[config.mk]
export PLATFORM = sky130hd
export DESIGN_NAME = lsu
export DESIGN_NICKNAME = d
export VERILOG_FILES = /design/src/rtl/lsu.sv
export SDC_FILE = /design/constraint.sdc
export NUM_CORES = 1
export LEC_CHECK = 0
export CAP_MARGIN = 20
export CORE_MARGIN = 5
export CORE_UTILIZATION = 40
export DETAILED_ROUTE_END_ITERATION = 10
export GPL_ROUTABILITY_DRIVEN = 0
export PLACE_DENSITY = 0.8
export REMOVE_ABC_BUFFERS = 1
export SYNTH_ARGS = -nofsm -noshare
export SYNTH_HDL_FRONTEND = slang
export SYNTH_SLANG_ARGS = --single-unit
[constraint.sdc]
create_clock -name clock -period 5.8 [get_ports clock]
set_clock_uncertainty 0.15 [all_clocks]
set_input_delay 1.45 -clock clock [delete_from_list [all_inputs] [get_ports clock]]
set_output_delay 1.45 -clock clock [all_outputs]
set_load 0.1 [all_outputs]
[src/rtl/lsu.sv]
// Data-side load/store unit: one request at a time, one mem access cycle per request,
// aligned dword address with byte mask and shifted data, extended load data on response.
module lsu #(
   parameter int unsigned XLEN = 64
) (
   input  logic            clock,
   input  logic            reset,
   input  logic            io_req_valid,
   output logic            io_req_ready,
   input  logic [XLEN-1:0] io_req_addr,
   input  logic [XLEN-1:0] io_req_wdata,
   input  logic            io_req_wen,
   input  logic [1:0]      io_req_size,
   input  logic            io_req_signed,
   output logic            io_resp_valid,
   input  logic            io_resp_ready,
   output logic [XLEN-1:0] io_resp_rdata,
   output logic            io_resp_misalign,
   output logic [XLEN-1:0] io_mem_Raddr,
   input  logic [XLEN-1:0] io_mem_Rdata,
   output logic [XLEN-1:0] io_mem_Waddr,
   output logic [XLEN-1:0] io_mem_Wdata,
   output logic [7:0]      io_mem_Wmask,
   output logic            io_mem_Write_en
);

   typedef enum logic [1:0] {StIdle, StAccess, StResp} state_e;

   state_e          state_q, state_d;
   logic [XLEN-1:0] addr_q, addr_d;
   logic [XLEN-1:0] wdata_q, wdata_d;
   logic            wen_q, wen_d;
   logic [1:0]      size_q, size_d;
   logic            sext_q, sext_d;
   logic [XLEN-1:0] rdata_q, rdata_d;
   logic            misalign_q, misalign_d;

   logic [2:0]      sh;
   logic [2:0]      lo_mask;
   logic [7:0]      base_mask;
   logic            misalign;
   logic [XLEN-1:0] aligned_addr;
   logic [7:0]      wmask_sh;
   logic [XLEN-1:0] wdata_sh;
   logic [XLEN-1:0] rd_sh;
   logic [XLEN-1:0] ld_ext;

   always_comb begin
      sh = addr_q[2:0];
      unique case (size_q)
         2'd0: begin lo_mask = 3'b000; base_mask = 8'h01; end
         2'd1: begin lo_mask = 3'b001; base_mask = 8'h03; end
         2'd2: begin lo_mask = 3'b011; base_mask = 8'h0F; end
         default: begin lo_mask = 3'b111; base_mask = 8'hFF; end
      endcase
      misalign     = (addr_q[2:0] & lo_mask) != 3'b000;
      aligned_addr = {addr_q[XLEN-1:3], 3'b000};
      wmask_sh     = base_mask << sh;
      wdata_sh     = wdata_q << {sh, 3'b000};
      rd_sh        = io_mem_Rdata >> {sh, 3'b000};
      unique case (size_q)
         2'd0: ld_ext = sext_q ? {{(XLEN-8){rd_sh[7]}}, rd_sh[7:0]}
                               : {{(XLEN-8){1'b0}}, rd_sh[7:0]};
         2'd1: ld_ext = sext_q ? {{(XLEN-16){rd_sh[15]}}, rd_sh[15:0]}
                               : {{(XLEN-16){1'b0}}, rd_sh[15:0]};
         2'd2: ld_ext = sext_q ? {{(XLEN-32){rd_sh[31]}}, rd_sh[31:0]}
                               : {{(XLEN-32){1'b0}}, rd_sh[31:0]};
         default: ld_ext = rd_sh;
      endcase
   end

   always_comb begin
      state_d          = state_q;
      addr_d           = addr_q;
      wdata_d          = wdata_q;
      wen_d            = wen_q;
      size_d           = size_q;
      sext_d           = sext_q;
      rdata_d          = rdata_q;
      misalign_d       = misalign_q;
      io_req_ready     = 1'b0;
      io_resp_valid    = 1'b0;
      io_resp_rdata    = '0;
      io_resp_misalign = 1'b0;
      io_mem_Raddr     = '0;
      io_mem_Waddr     = '0;
      io_mem_Wdata     = '0;
      io_mem_Wmask     = 8'h00;
      io_mem_Write_en  = 1'b0;
      unique case (state_q)
         StIdle: begin
            io_req_ready = !reset;
            if (io_req_valid && !reset) begin
               addr_d  = io_req_addr;
               wdata_d = io_req_wdata;
               wen_d   = io_req_wen;
               size_d  = io_req_size;
               sext_d  = io_req_signed;
               state_d = StAccess;
            end
         end
         StAccess: begin
            // Reset in this cycle must not leak a partial store onto the mem port.
            if (!reset) begin
               io_mem_Raddr = aligned_addr;
               io_mem_Waddr = aligned_addr;
               if (wen_q && !misalign) begin
                  io_mem_Wmask    = wmask_sh;
                  io_mem_Wdata    = wdata_sh;
                  io_mem_Write_en = 1'b1;
               end
            end
            rdata_d    = (wen_q || misalign) ? '0 : ld_ext;
            misalign_d = misalign;
            state_d    = StResp;
         end
         StResp: begin
            if (!reset) begin
               io_resp_valid    = 1'b1;
               io_resp_rdata    = rdata_q;
               io_resp_misalign = misalign_q;
            end
            if (io_resp_ready) state_d = StIdle;
         end
         default: state_d = StIdle;
      endcase
   end

   always_ff @(posedge clock) begin
      if (reset) begin
         state_q    <= StIdle;
         addr_q     <= '0;
         wdata_q    <= '0;
         wen_q      <= 1'b0;
         size_q     <= 2'd0;
         sext_q     <= 1'b0;
         rdata_q    <= '0;
         misalign_q <= 1'b0;
      end else begin
         state_q    <= state_d;
         addr_q     <= addr_d;
         wdata_q    <= wdata_d;
         wen_q      <= wen_d;
         size_q     <= size_d;
         sext_q     <= sext_d;
         rdata_q    <= rdata_d;
         misalign_q <= misalign_d;
      end
   end

endmodule

## After elaboration in Yosys (flattened, before gate mapping)

Index checks and enable logic that the tools add are counted.

- Register bits after elaboration: 199
- Latch bits: 0
- RAM bits: 0
- Memory bits (read-only): 0
- Input port bits: 200
- Word-level logic and storage cells: 56
- Memories: 0

- Add/sub/neg operators: 0
- Multiply operators: 0
- Divide/modulo/power cells: 0
- Magnitude comparators: 0
- Eq/ne operators: 6
- Shifts and indexed selects: 3
- Muxes and demuxes: 28
- Bitwise operators: 1
- Reduce and logical (&&, ||, !) cells: 10

Operators with widths:

| cell | count |
|---|---|
| $mux 64 | 11 |
| $pmux 64 s3 | 1 |
| $shl 64x6->64 | 1 |
| $shr 64x6->64 | 1 |
| $mux 8 | 3 |
| $pmux 8 s3 | 1 |
| $pmux 3 s3 | 1 |
| $mux 1 | 8 |
| $shl 8x3->8 | 1 |
| $pmux 2 s3 | 1 |
| $eq 2x1->1 const B | 2 |
| $eq 2x2->1 const B | 2 |
| $logic_not 2->1 | 2 |
| $mux 2 | 2 |
| $ne 2x2->1 const B | 2 |
| $reduce_and 2->1 | 2 |
| $and 3x3->3 | 1 |
| $reduce_bool 3->1 | 1 |
| $logic_and 1x1->1 | 2 |
| $logic_not 1->1 | 2 |
| $logic_or 1x1->1 | 1 |

## Depth between registers and ports, before layout

Gate-level depths: netlist (run 1).

- Depth after elaboration: 9
- Gate-level depth with buffers: 10
- Mapped depth without buffers: 6

## Worst setup path after synthesis (run 1)

OpenSTA, ideal clock, no wires.

- Path kind: input-to-output
- From: input port reset
- To: output port io_mem_Wmask[6]
- Arrival time: 6716 ps
- Path slack: -2516 ps
- Stages: 4
- Path buffers: 1
- Path through: nor2_1 -> nand3_1 -> clkbuf_1 -> a2111oi_0

- Cells in the longest elaborated chain, start to end: 2

Ends and longest elaborated chain:

| item | line | source |
|---|---|---|
| from (decl) | 7 | `input logic reset,` |
| $mux 8 | 104 | `if (!reset) begin` |
| $mux 8 | 90 | `unique case (state_q)` |
| to (decl) | 23 | `output logic [7:0] io_mem_Wmask,` |

Every way passes these cells.

## Worst setup path in the final report (run 1)

- From: input port reset
- To: output port io_mem_Wmask[1]

The elaborated chain is that of the path after synthesis.

==> results of run 1 <==
synth_stat cells, drive strengths merged, types with 25 or more instances:
master  count
a21oi     169
a22o       30
and2      129
and3       25
buf       114
clkbuf     92
dfxtp     199
mux2       45
mux2i      71
mux4       33
nand2     320
nor2      102
o21ai      38
state kept, by name (all words and copies together), names as in the netlist:
name        cells
addr_q         64
rdata_q        64
wdata_q        64
size_q          2
state_q         2
misalign_q      1
sext_q          1
wen_q           1
routing by layer:
layer | up-vias | track usage (%) | wire length, µm
li1 | 5872 | - | -
met1 | 6280 | 33.2 | 18200
met2 | 881 | 51.2 | 26500
met3 | 169 | 8.21 | 5500
met4 | 0 | 17.5 | 3100
met5 | - | 0 | 0
per-stage QoR:
step                      cells  hold WS (ns)  area [µm²]
after floorplan            1334         0.267       11100
after global placement     2213         0.287       18300
after detailed placement   2214         0.289       18300
after CTS                  2246         0.305       18900
after global routing       2264         0.321       18900
final                      2268         0.302       18900
kinds of logic after synthesis:
logic type / count (synthesis) / synth area share (%)
AND/OR/NAND/NOR: 623 / 23.4
AO/OA/AOI/OAI: 350 / 18.5
buffers and inverters: 213 / 9.20
flip-flops: 199 / 32.7
multiplexers: 149 / 16.1
other: 1 / 0.0308
final timing paths:
path	to	slack (ns)
max reg2reg	rdata_q[57]	2.09
max	io_mem_Wmask[1]	0.55
min	addr_q[35]	0.30
min reg2reg	addr_q[35]	0.30
cell type report:
class | count | area [µm²]
inverter | 7 | 28.8
timing repair buffer | 490 | 6620
sequential | 199 | 3990
clock buffer | 18 | 439
multi-input combinational | 1128 | 7140
clock inverter | 14 | 154
tap | 390 | 488
fill | 2355 | 11000
antenna | 22 | 55.1
worst reg2reg max path: stages, from the launching register on:
cell       delay [ns]
dfxtp_4          0.72
buf_4            0.58
nand2_1          0.16
o2bb2ai_1        0.23
or3_1            0.54
and3_1           1.00
o31ai_1          0.17
power by group through the flow:
stage | registers (µW) | clock network, µW | logic (µW)
after detailed placement | 1500 | 0 | 684
after global placement | 1500 | 0 | 672
after CTS | 1470 | 1260 | 689
after floorplan | 1500 | 0 | 358
final | 1470 | 1250 | 697
after global routing | 1480 | 1320 | 738
==> reports/metrics.cfg, run 1 <==
[worst_setup_path]
arrival_ns=3.65
critPathLaunch=reset
cp_max_fo=10
critPathRequiredTime_ns=4.20
crit_buf_inv=3
critPathCaptureType=output pin
slowest_delay_ns=0.72
rr_startpoint=addr_q[0]
crit_chain=buf_4 > nor2_4 > nand3_2 > inv_1 > nand3_1 > a21oi_1 > buf_12
reg2regPathDepth=6
crit_type=primary input to output pin
path_delay_family=simple AND/OR/NAND/NOR gates
cp-start-kind=primary input
cp_slowest_cell=nand3_1
cp_num_cells=7

[sta]
setup_viol=0
fin_crit_ns=5.25
rsz0062_at_grt=no
setup_ws_ns=0.553
relSlewSlack_pct=26.7
tns_ns=0
maxSlewViolCount=0
fmax_ghz=0.191
hold_viol=0
tightest_slew_ns=1.10
fin_crit_sh_pct=90.5

[logic_synthesis]
synth_area_um2=12200
synthTopCellsByArea=dfxtp_1, nand2_1, a21oi_1, and2_1, mux4_2
synth_top_area_share_pct=32.7
yosys_warnings=0
yosys_register_bits=199
synth-edff-count=0
synth_ff_type=dfxtp_1
yosysTopAreaCell=dfxtp_1
syn-instance-count=1535
synth.distinct_cells=60
postSynthAreaPerCell_um2=7.93
yosysSeqAreaShare_pct=32.7
synthArstFlopShare_pct=0

[clocking]
postCtsSetupBuffers=0
root_buffer=clkbuf_16
htree_levels=4
tritoncts=built
cts.sinks=199
ctsResizeCount=0
worstSkewPairLatency_ns=0.45
path_clk_slew_ns=0.08
cts_hold_buf=0
numCtsBuffers=17
clockBufferDepth=2

[global_route]
grt_first_pass_wirelength_mm=78.6
grt_max_degree=95
globalRouteTotalUtil_pct=29.9
antenna_found_initial=19
grt-ovfl-total=0
grt_pass1_vias=13370

[floorplanning]
row_count=63
io_pins=468
start_util_pct=40.8
core_area_um2=29900
fp.dieH_um=184
die_x_um=184
die-area_um2=34000

[layout]
fin_util_pct=63.3
final_cell_mix=nand2_1, clkdlybuf4s50_1, dfxtp_1, buf_12, a21oi_1
fin_nets=2043
area.growth.synth_to_final_pct=55.3
mostFrequentLayoutCell=nand2_1
layout-drive-gt1-share_pct=23.3

[route]
avgRoutedWirePerCell_um=23.5
drtIter0Drc=1364
vias=13202
routed_wl_mm=53.3
firstDrtPassIters=5
antenna_left=0
viasPerCell=5.82
drc=0

[placed_design]
port_buffers=461
pre_cts_slack_ns=0.567
hpwl_mm=38.9

[hold_path]
hold_path_class=flip-flop to flip-flop
worstHoldStart=addr_q[35]
hold_depth=2

[power_and_ir_drop]
power_frac_clock_pct=36.6
p_comb_share_pct=20.4
power_switching_uw=1080
leakagePower_uw=0.00717
ir_drop_v=0.000173
cellPowerDensity_nw_per_um2=181
power_uw=3420
seqPwrFrac_pct=43.0
switching_share_pct=31.4
p_int_uw=2350

[job]
max_cap_viol_count=0

[status]
status=finished, final reports clean

Power figures use the tool's default switching activity.
==> inputs of run 2 (changes only) <==
--- a/config.mk
+++ b/config.mk
@@ -6,11 +6,12 @@
 export NUM_CORES = 1
 export LEC_CHECK = 0
 export CAP_MARGIN = 20
+export CORE_ASPECT_RATIO = 0.9
 export CORE_MARGIN = 5
-export CORE_UTILIZATION = 40
+export CORE_UTILIZATION = 29
 export DETAILED_ROUTE_END_ITERATION = 10
 export GPL_ROUTABILITY_DRIVEN = 0
-export PLACE_DENSITY = 0.8
+export PLACE_DENSITY = 0.63
 export REMOVE_ABC_BUFFERS = 1
 export SYNTH_ARGS = -nofsm -noshare
 export SYNTH_HDL_FRONTEND = slang
==> run 2 against run 1 <==
Fmax rose by 3.1%. Highest routed layer unchanged. Largest power group unchanged. Cell area fell by 7.2%. Combinational power fell by 3.6%. Critical endpoint unchanged.
==> reports/metrics.cfg, run 2 (synthesis results as in run 1) <==
[layout]
largestRegisters=addr_q: 64 flops, rdata_q: 64 flops, wdata_q: 64 flops
layout-drive-gt1-share_pct=23.1
final_cell_mix=nand2_1, buf_4, clkdlybuf4s50_1, dfxtp_1, a21oi_1
fin_nets=2039
area.growth.synth_to_final_pct=44.1
mostFrequentLayoutCell=nand2_1
fin_util_pct=42.1

[route]
firstDrtPassIters=5
routed_wl_mm=50.0
drtIter0Drc=898
antenna_left=0
drc=0
vias=12425
avgRoutedWirePerCell_um=20.8
viasPerCell=5.16

[sta]
relSlewSlack_pct=23.9
hold_viol=0
fin_crit_ns=5.09
setup_viol=0
rsz0062_at_grt=no
hold_ws_ns=0.297
maxSlewViolCount=0
fmax_ghz=0.196
tns_ns=0
tightest_slew_ns=1.14
fin_crit_sh_pct=87.7

[global_route]
antenna_found_initial=7
grt-ovfl-total=0
grt_max_degree=97
grt_first_pass_wirelength_mm=74.4
globalRouteTotalUtil_pct=20.7
grt_pass1_vias=12337

[clocking]
numCtsBuffers=17
clockBufferDepth=2
worstSkewPairLatency_ns=0.46
cts.sinks=199
root_buffer=clkbuf_16
cts_hold_buf=0
ctsResizeCount=0
path_clk_slew_ns=0.08
postCtsSetupBuffers=0
htree_levels=4
tritoncts=built

[floorplanning]
core_area_um2=41700
start_util_pct=29.2
row_count=71
die_x_um=226
io_pins=468
fp.dieH_um=204
die-area_um2=46200

[hold_path]
hold_path_class=flip-flop to flip-flop
worstHoldStart=rdata_q[47]
hold_depth=2

[worst_setup_path]
rr_startpoint=addr_q[1]
reg2regPathDepth=6
cp-start-kind=primary input
arrival_ns=3.49
cp_max_fo=13
critPathLaunch=reset
crit_type=primary input to output pin
critPathCaptureType=output pin
critPathRequiredTime_ns=4.20

[power_and_ir_drop]
leakagePower_uw=0.00684
ir_drop_v=0.000139
power_uw=3410
cellPowerDensity_nw_per_um2=195

[job]
max_cap_viol_count=0

[placed_design]
hpwl_mm=36.9
port_buffers=461

[status]
status=finished, final reports clean

[run 2: path summary, 6_finish.rpt]
path         slack, ns               to
max               0.71  io_mem_Wmask[1]
min               0.30      rdata_q[47]
max reg2reg       2.37       rdata_q[2]
min reg2reg       0.30      rdata_q[47]
[run 2: final cells by class]
class,instances,area (µm²)
Fill cell,4129,24100
Clock inverter,13,160
Multi-Input combinational cell,1128,7140
Antenna cell,7,17.5
Sequential cell,199,3990
Inverter,7,28.8
Timing Repair Buffer,486,5080
Clock buffer,19,443
Tap cell,547,684
[run 2: worst max-delay path: stages]
cell and delay, ns:
buf_4 0.15, nor2_4 0.11, nand3_2 0.09, inv_1 0.38, nand3_1 0.62, a21oi_1 0.45, buf_12 0.22
[run 2: power by group]
group	switching [µW]	leakage (µW)	internal (µW)
sequential	49.9	0.00162	1420
clock	611	0.000297	663
combinational	385	0.00492	287
total	1050	0.00684	2370
[run 2: per-stage QoR]
stage | worst slack (ns) | cell area (µm²) | std cells
6_report | 0.711 | 17500 | 2406
5_1_grt | 0.557 | 17500 | 2405
4_1_cts | 0.691 | 17500 | 2399
3_5_place_dp | 0.709 | 16900 | 2367
3_3_place_gp | 0.648 | 16900 | 2367
2_1_floorplan | -4.50 | 11100 | 1334
[run 2: metal layers]
layer	vias to the layer above	wire length, µm	track usage (%)
li1	5858	-	-
met3	65	3980	5.24
met2	571	24500	35.2
met1	5931	20400	26.0
met5	-	0	0
met4	0	1080	5.64
